--- src/rtl/timer_irq_gen_pkg.sv ---
// Shared timer/counter definitions: register word offsets, CTRL bit positions,
// FSM state encodings and mode codes (same values CP0 decodes).
package timer_irq_gen_pkg;

  localparam logic [1:0] TC_CTRL   = 2'd0;
  localparam logic [1:0] TC_PRESET = 2'd1;
  localparam logic [1:0] TC_COUNT  = 2'd2;

  localparam int _TC_EN   = 0;
  localparam int _TC_MODE = 1;
  localparam int _TC_IM   = 3;

  localparam logic [1:0] TC_MODE_ONESHOT = 2'b00;
  localparam logic [1:0] TC_MODE_RELOAD  = 2'b01;

  typedef enum logic [1:0] {
    TC_IDLE = 2'd0,
    TC_LOAD = 2'd1,
    TC_CNT  = 2'd2,
    TC_INT  = 2'd3
  } tc_state_e;

  // Codes 1x fall back to one-shot.
  function automatic logic tc_is_reload(input logic [1:0] mode);
    return (mode == TC_MODE_RELOAD);
  endfunction

endpackage

--- src/rtl/timer_irq_gen.sv ---
// Countdown timer raising one HWInt line; enable-to-irq latency PRESET+2 cycles.
// Bus writes take effect at the sampling edge with no stall; reads are combinational.
module timer_irq_gen
  import timer_irq_gen_pkg::*;
#(
  parameter int CNT_W = 32
) (
  input  logic        clk,
  input  logic        reset,
  input  logic [1:0]  addr,
  input  logic        we,
  input  logic [31:0] din,
  output logic [31:0] dout,
  output logic        irq
);

  logic [3:0]       ctrl_q;
  logic [CNT_W-1:0] preset_q;
  logic [CNT_W-1:0] count_q;
  logic             irq_flag;
  tc_state_e        state;

  logic       en;
  logic [1:0] mode;
  logic       im;

  assign en   = ctrl_q[_TC_EN];
  assign mode = ctrl_q[_TC_MODE +: 2];
  assign im   = ctrl_q[_TC_IM];
  assign irq  = irq_flag & im;

  always_comb begin
    dout = '0;
    case (addr)
      TC_CTRL:   dout = {28'd0, ctrl_q};
      TC_PRESET: dout = 32'(preset_q);
      TC_COUNT:  dout = 32'(count_q);
      default:   dout = '0;
    endcase
  end

  // Bus writes are applied after the FSM so a CTRL write overrides both the
  // one-shot EN clear and a same-edge irq_flag set.
  always_ff @(posedge clk) begin
    if (reset) begin
      ctrl_q   <= '0;
      preset_q <= '0;
      count_q  <= '0;
      irq_flag <= 1'b0;
      state    <= TC_IDLE;
    end else begin
      case (state)
        TC_IDLE: begin
          if (en) state <= TC_LOAD;
        end
        TC_LOAD: begin
          count_q <= preset_q;
          state   <= TC_CNT;
        end
        TC_CNT: begin
          if (!en) begin
            state <= TC_IDLE;
          end else if (count_q <= CNT_W'(1)) begin
            count_q  <= '0;
            irq_flag <= 1'b1;
            state    <= TC_INT;
          end else begin
            count_q <= count_q - CNT_W'(1);
          end
        end
        TC_INT: begin
          if (tc_is_reload(mode)) begin
            irq_flag <= 1'b0;
            state    <= TC_LOAD;
          end else begin
            ctrl_q[_TC_EN] <= 1'b0;
            state          <= TC_IDLE;
          end
        end
        default: state <= TC_IDLE;
      endcase

      if (we && addr == TC_CTRL) begin
        ctrl_q   <= din[3:0];
        irq_flag <= 1'b0;
      end
      if (we && addr == TC_PRESET) begin
        preset_q <= din[CNT_W-1:0];
      end
    end
  end

endmodule

--- config.mk ---
export PLATFORM = sky130hd
export DESIGN_NAME = timer_irq_gen
export DESIGN_NICKNAME = d
export VERILOG_FILES = /design/src/rtl/timer_irq_gen_pkg.sv /design/src/rtl/timer_irq_gen.sv
export SDC_FILE = /design/constraint.sdc
export NUM_CORES = 1
export LEC_CHECK = 0
export CAP_MARGIN = 15
export CELL_PAD_IN_SITES_DETAIL_PLACEMENT = 1
export CELL_PAD_IN_SITES_GLOBAL_PLACEMENT = 2
export CORE_MARGIN = 5
export CORE_UTILIZATION = 28
export CTS_BUF_LIST = sky130_fd_sc_hd__clkbuf_2
export CTS_CLUSTER_DIAMETER = 40
export DETAILED_ROUTE_END_ITERATION = 12
export GPL_TIMING_DRIVEN = 0
export PLACE_DENSITY_LB_ADDON = 0.1
export SLEW_MARGIN = 20
export SYNTH_ARGS = -nofsm -noshare
export SYNTH_HDL_FRONTEND = slang
export SYNTH_SLANG_ARGS = --single-unit
--- constraint.sdc ---
create_clock -name clk -period 2.4 [get_ports clk]
set_clock_uncertainty 0.05 [all_clocks]
set_input_delay 0.36 -clock clk [delete_from_list [all_inputs] [get_ports clk]]
set_output_delay 0.36 -clock clk [all_outputs]
set_load 0.02 [all_outputs]
==> flow_summary.json <==
{
  "dp_hpwl_um": 12200,
  "grtUsageTotal_pct": 21.4,
  "core_area_sq_um": 13900,
  "grt_pass1_wl_um": 27000,
  "ys_ff_latch": 71,
  "yosys-top-cells-area": "dfxtp_1, nand2_1, a21oi_1, a22o_1, clkbuf_1",
  "comb_power_share_pct": 18.6,
  "whs_path_depth": 2,
  "min_path_type": "input pin to flop",
  "yosys.area.top_type_share_pct": 35.8,
  "period_needed_ns": 2.38,
  "placed_cell_area_sq_um": 4870,
  "die-area_sq_um": 16700,
  "cts-root-buf": "clkbuf_2",
  "ir_drop_mv": 0.271,
  "drt-total-wl_um": 17600,
  "row_count": 43,
  "critPathBufInv": 1,
  "ios": 70,
  "min_period_over_period_pct": 99.0,
  "cp_max_fo": 6,
  "cts_hold_buffers": 0,
  "numPortBuffers": 67,
  "synth.most_common_cell": "nand2_1",
  "clk_latency_ns": 0.57,
  "initial_core_util_pct": 28.6,
  "grt.overflow.total": 0,
  "max_freq_ghz": 0.421,
  "p_leak_nw": 2.12,
  "worstPathCellList": "or4_4 -> buf_6 -> or4_4 -> or4b_1 -> a21oi_1",
  "path_class": "flop to flop",
  "async_flop_share_pct": 0,
  "cp-end-kind": "flop",
  "grt_util_met3_pct": 2.72,
  "synthFlopType": "dfxtp_1",
  "top_usage_layer": "met2",
  "yosysTopAreaCell": "dfxtp_1",
  "met2_usage_pct": 34.9,
  "rsz0062_at_grt": "true",
  "worst_slew_pin_slew_ns": 0.920,
  "die_h_um": 129,
  "cp.depth": 5,
  "critical_path.max_stage_delay_ns": 0.53,
  "p_per_area_nw_per_um2": 476,
  "fp.dieW_um": 129,
  "clockPowerShare_pct": 32.8,
  "clk_pin_slew_ns": 0.23,
  "fin_nets": 648,
  "hold_violations": 0,
  "slowest_stage": "or4b_1",
  "crit_family": "simple AND/OR/NAND/NOR gates",
  "cts_sinks": 71,
  "final-max-slew-violation-count": 0,
  "synthDistinctLibCells": 61,
  "syn_to_final_growth_pct": 34.7,
  "diodes": 0,
  "syn_nets": 557,
  "gp_congestion": 0.852,
  "drive_gt1_share_pct": 15.3,
  "htree_levels": 3,
  "required_ns": 2.86,
  "antenna_found_initial": 0,
  "ant_nets": 0,
  "status": "finished, final reports clean",
  "drt-pass1-iter-count": 5,
  "p_seq_share_pct": 48.6,
  "power.switching_mw": 0.789,
  "cp.arrival_ns": 2.83,
  "grt_max_degree": 13,
  "reg2reg_depth": 5,
  "total_power_mw": 2.54,
  "drv_cap": 0,
  "max_slew_margin_pct": 38.6,
  "finalSetupViolCount": 0,
  "netlist_area_sq_um": 3970,
  "worst_setup_path_start_kind": "flop",
  "ys_warn_count": 0,
  "met1_usage_pct": 29.4,
  "synth_area_per_cell_sq_um": 7.67,
  "synthTopCellsByCount": "nand2_1, dfxtp_1, a21oi_1",
  "drtIter0Drc": 261,
  "totalNegativeSetupSlack_ns": 0,
  "routedWlPerCell_um": 22.1,
  "cpMostUsedCell": "or4_4",
  "ys_seq_area_share_pct": 35.8,
  "clock_path_buffers": 2,
  "switching_share_pct": 31.0,
  "stdcell_area_sq_um": 5350,
  "post_drt_via_cell_ratio": 5.63,
  "cts_tree": "yes",
  "grt_pass1_vias": 4624,
  "numCtsBuffers": 9,
  "vias": 4472,
  "synthCells": 518,
  "p_int_mw": 1.76,
  "synth_edf_count": 0,
  "remaining_drc_errors": 0
}
-- kinds of logic after synthesis --
kind of cell,count (synthesis),synth area share [%]
buf+inv,53,5.42
compound gates,164,27.5
mux,16,4.06
simple gates,212,26.6
flops,71,35.8
fa+ha+maj,2,0.630
-- placed cells by master, fill, tap and decap left out, drive strengths merged, types with 3 or more instances in the layout --
cell,n
or3,4
o221ai,3
a32oi,7
a21oi,52
mux2i,15
inv,6
clkdlybuf4s50,35
a211oi,5
dlygate4sd2,31
o22ai,11
nor2,31
a31oi,16
o41ai,3
nor2b,4
nand3b,4
clkbuf,46
dfxtp,71
a22o,28
o21ai,20
buf,23
nor3,10
nor4,15
o31ai,3
nand3,20
or4,9
nand2,95
-- power groups by stage --
stage | Sequential [mW] | Clock, mW | Combinational, mW
final | 1.24 | 0.835 | 0.473
after global routing | 1.24 | 0.899 | 0.508
after CTS | 1.24 | 0.860 | 0.454
after detailed placement | 1.26 | 0 | 0.414
after global placement | 1.26 | 0 | 0.407
after floorplan | 1.25 | 0 | 0.238
-- cell type report --
class	instances	area (sq um)
plain buffers	42	265
clock buffers	10	50.0
clock inverters	6	85.1
fillers	1689	8530
inverters	6	22.5
multi-input cells	395	2500
flip-flops and latches	71	1440
well taps	180	225
repair buffers	84	758
-- metrics by stage --
step / utilization, % / instances / setup slack, ns / hold WS [ns]
2_1_floorplan: - / 518 / 0.149 / 0.396
3_3_place_gp: 35.1 / 765 / -1.20 / 0.417
3_5_place_dp: 35.1 / 765 / -1.21 / 0.420
4_1_cts: 37.7 / 788 / -0.0269 / 0.207
5_1_grt: 38.5 / 794 / -0.0548 / 0.212
6_report: 38.5 / 794 / 0.0232 / 0.242
-- sequential cells by signal (all words and copies together), names as in the netlist --
register / flops
preset_q: 32
ctrl_q: 4
irq_flag: 1
state: 2
count_q: 32
-- path summary, 6_finish.rpt --
check	from	end	slack, ns
max reg2reg	count_q[25]	count_q[29]	0.02
min reg2reg	preset_q[17]	preset_q[17]	0.44
min	reset	irq_flag	0.24
max	count_q[25]	count_q[29]	0.02
-- per-layer routing --
| layer | wire length [um] | share of wire [%] |
|---|---|---|
| met1 | 8260 | 47 |
| met2 | 8130 | 46 |
| met3 | 859 | 4.9 |
| met4 | 318 | 1.8 |
| met5 | 0 | 0 |
-- worst reg2reg max path, delay by kind of cell (launching register included) --
family | cells | cell delay [ns]
AOI/OAI and AO/OA | 1 | 0.15
buffers and inverters | 1 | 0.15
DFF | 1 | 0.41
and+or+nand+nor | 3 | 1.56
-- timing repair --
action,4_1_cts,5_1_grt
pin swaps,6,7
gates resized for setup,81,29
endpoints found under the setup margin,67,28
setup buffers,6,9
cloned,3,0
(Power assumes the default switching activity.)
==> RTL edit (same flow settings) <==
The 4 states of `tc_state_e` get a one-hot encoding in 4 bits.
--- a/src/rtl/timer_irq_gen_pkg.sv
+++ b/src/rtl/timer_irq_gen_pkg.sv
@@ -13,11 +13,11 @@
   localparam logic [1:0] TC_MODE_ONESHOT = 2'b00;
   localparam logic [1:0] TC_MODE_RELOAD  = 2'b01;
 
-  typedef enum logic [1:0] {
-    TC_IDLE = 2'd0,
-    TC_LOAD = 2'd1,
-    TC_CNT  = 2'd2,
-    TC_INT  = 2'd3
+  typedef enum logic [3:0] {
+    TC_IDLE = 4'b0001,
+    TC_LOAD = 4'b0010,
+    TC_CNT  = 4'b0100,
+    TC_INT  = 4'b1000
   } tc_state_e;
 
   // Codes 1x fall back to one-shot.
Function: same outputs for any inputs over 4 cycles, from zero or initial values and one cycle with reset high; so few cycles prove little.
==> RTL edit against the original RTL <==
Sequential cell count up 2; worst setup slack better by 0.057 ns; final area up 0.30%; routed wire length up 3.8%; critical path depth up 3; synthesized area up 0.16%; sequential share of layout area up 0.34 points; final cell count up 1.8%; core utilization about the same; hold slack worse by 0.013 ns.
Power is not compared: it rests on default switching activity, and its combinational part moved more than twofold at a synthesized area within 25%.
==> RTL edit: results (changes against the original RTL) <==
status - finished, final reports clean (unchanged)
CP max-delay cell - or2_1 (was or4b_1)
adder-cell share of the synthesized area - 0.629% (was 0.630%)
Worst slew margin - 30.4% (was 38.6%)
Crit path arrival time - 2.77 ns (was 2.83 ns)
fraction of layout cells with a size suffix above 1 - 16.7% (was 15.3%)
sequential element share of the synthesized area - 36.7% (was 35.8%)
Detail Placement HPWL - 13.0 mm (was 12.2 mm)
largest net degree at the start of global routing - 12 (was 13)
initial detailed-routing violation count - 317 (was 261)
pre-CTS setup slack - -1.18 ns (was -1.21 ns)
peak fanout along the critical path - 9 (was 6)
Total Routing Usage GR - 22.1% (was 21.4%)
DR WL/cell - 22.6 um (was 22.1 um)
commonest cells in the netlist - nand2_1, dfxtp_1, a21oi_1 (unchanged)
Inst Count DP - 777 (was 765)
post-synthesis compound-gate area fraction - 26.7% (was 27.5%)
RD Place Congestion - 0.905 (was 0.852)
Distinct cells, synth - 51 (was 61)
ranking of synthesized cells by area - dfxtp_1, nand2_1, a21oi_1 (unchanged)
clock latency on the worst-skew pair - 0.61 ns (was 0.57 ns)
non-filler cells in the finished layout - 808 (was 794)
vias in the first global route - 4573 (was 4624)
multiplexer share of the synthesized area - 1.51% (was 4.06%)
Max stage delay on crit path - 0.35 ns (was 0.53 ns)
Mapped Nets - 568 (was 557)
placed instance area - 4890 um2 (was 4870 um2)
Regs by FF count - count_q x32, preset_q x32 (was count_q x32, preset_q x32, ctrl_q x4)
net count reported at finish - 662 (was 648)
==> RTL edit: layer usage <==
metal	track usage [%]	share of wire, %
met5	0	0
met2	33.9	45
met3	2.93	5.3
met1	32.1	48
met4	7.04	2.1
==> RTL edit: final cells by class <==
type / count / area (um2)
Fill cell: 1745 / 8570
Multi-Input combinational cell: 404 / 2470
Sequential cell: 73 / 1460
Timing Repair Buffer: 84 / 816
Buffer: 43 / 259
Tap cell: 180 / 225
Clock buffer: 12 / 60.1
Clock inverter: 4 / 43.8
Inverter: 8 / 30.0
==> RTL edit: cell families after synthesis <==
group,count (synthesis)
AO/OA/AOI/OAI,162
AND/OR/NAND/NOR,234
flip-flops,73
multiplexers,6
adder cells (fa/ha/maj),2
buffers and inverters,52
==> RTL edit: power breakdown <==
part,switching [mW],total (mW),internal (mW)
Sequential,0.0253,1.26,1.24
Clock,0.498,0.746,0.247
Combinational,0.121,0.223,0.102
==> RTL edit: final timing paths <==
path / slack [ns] / cells past startpoint / end / from
worst min-delay path: 0.23 / 3 / preset_q[7]$_SDFFE_PP0P_ / din[7]
worst max-delay path: 0.08 / 8 / count_q[26]$_SDFFE_PP0P_ / count_q[12]$_SDFFE_PP0P_
worst min register to register: 0.44 / 2 / preset_q[19]$_SDFFE_PP0P_ / preset_q[19]$_SDFFE_PP0P_
worst max register to register: 0.08 / 8 / count_q[26]$_SDFFE_PP0P_ / count_q[12]$_SDFFE_PP0P_
==> RTL edit: timing repair <==
item | in CTS | in global routing
setup buffers | 10 | 6
gates resized for setup | 126 | 35
setup endpoints to repair | 66 | 62
pin swaps | 7 | 5
==> RTL edit: worst min-delay path, stage by stage <==
cell and delay, ns:
clkdlybuf4s50_1 0.39, nand2_1 0.06, a21oi_1 0.05
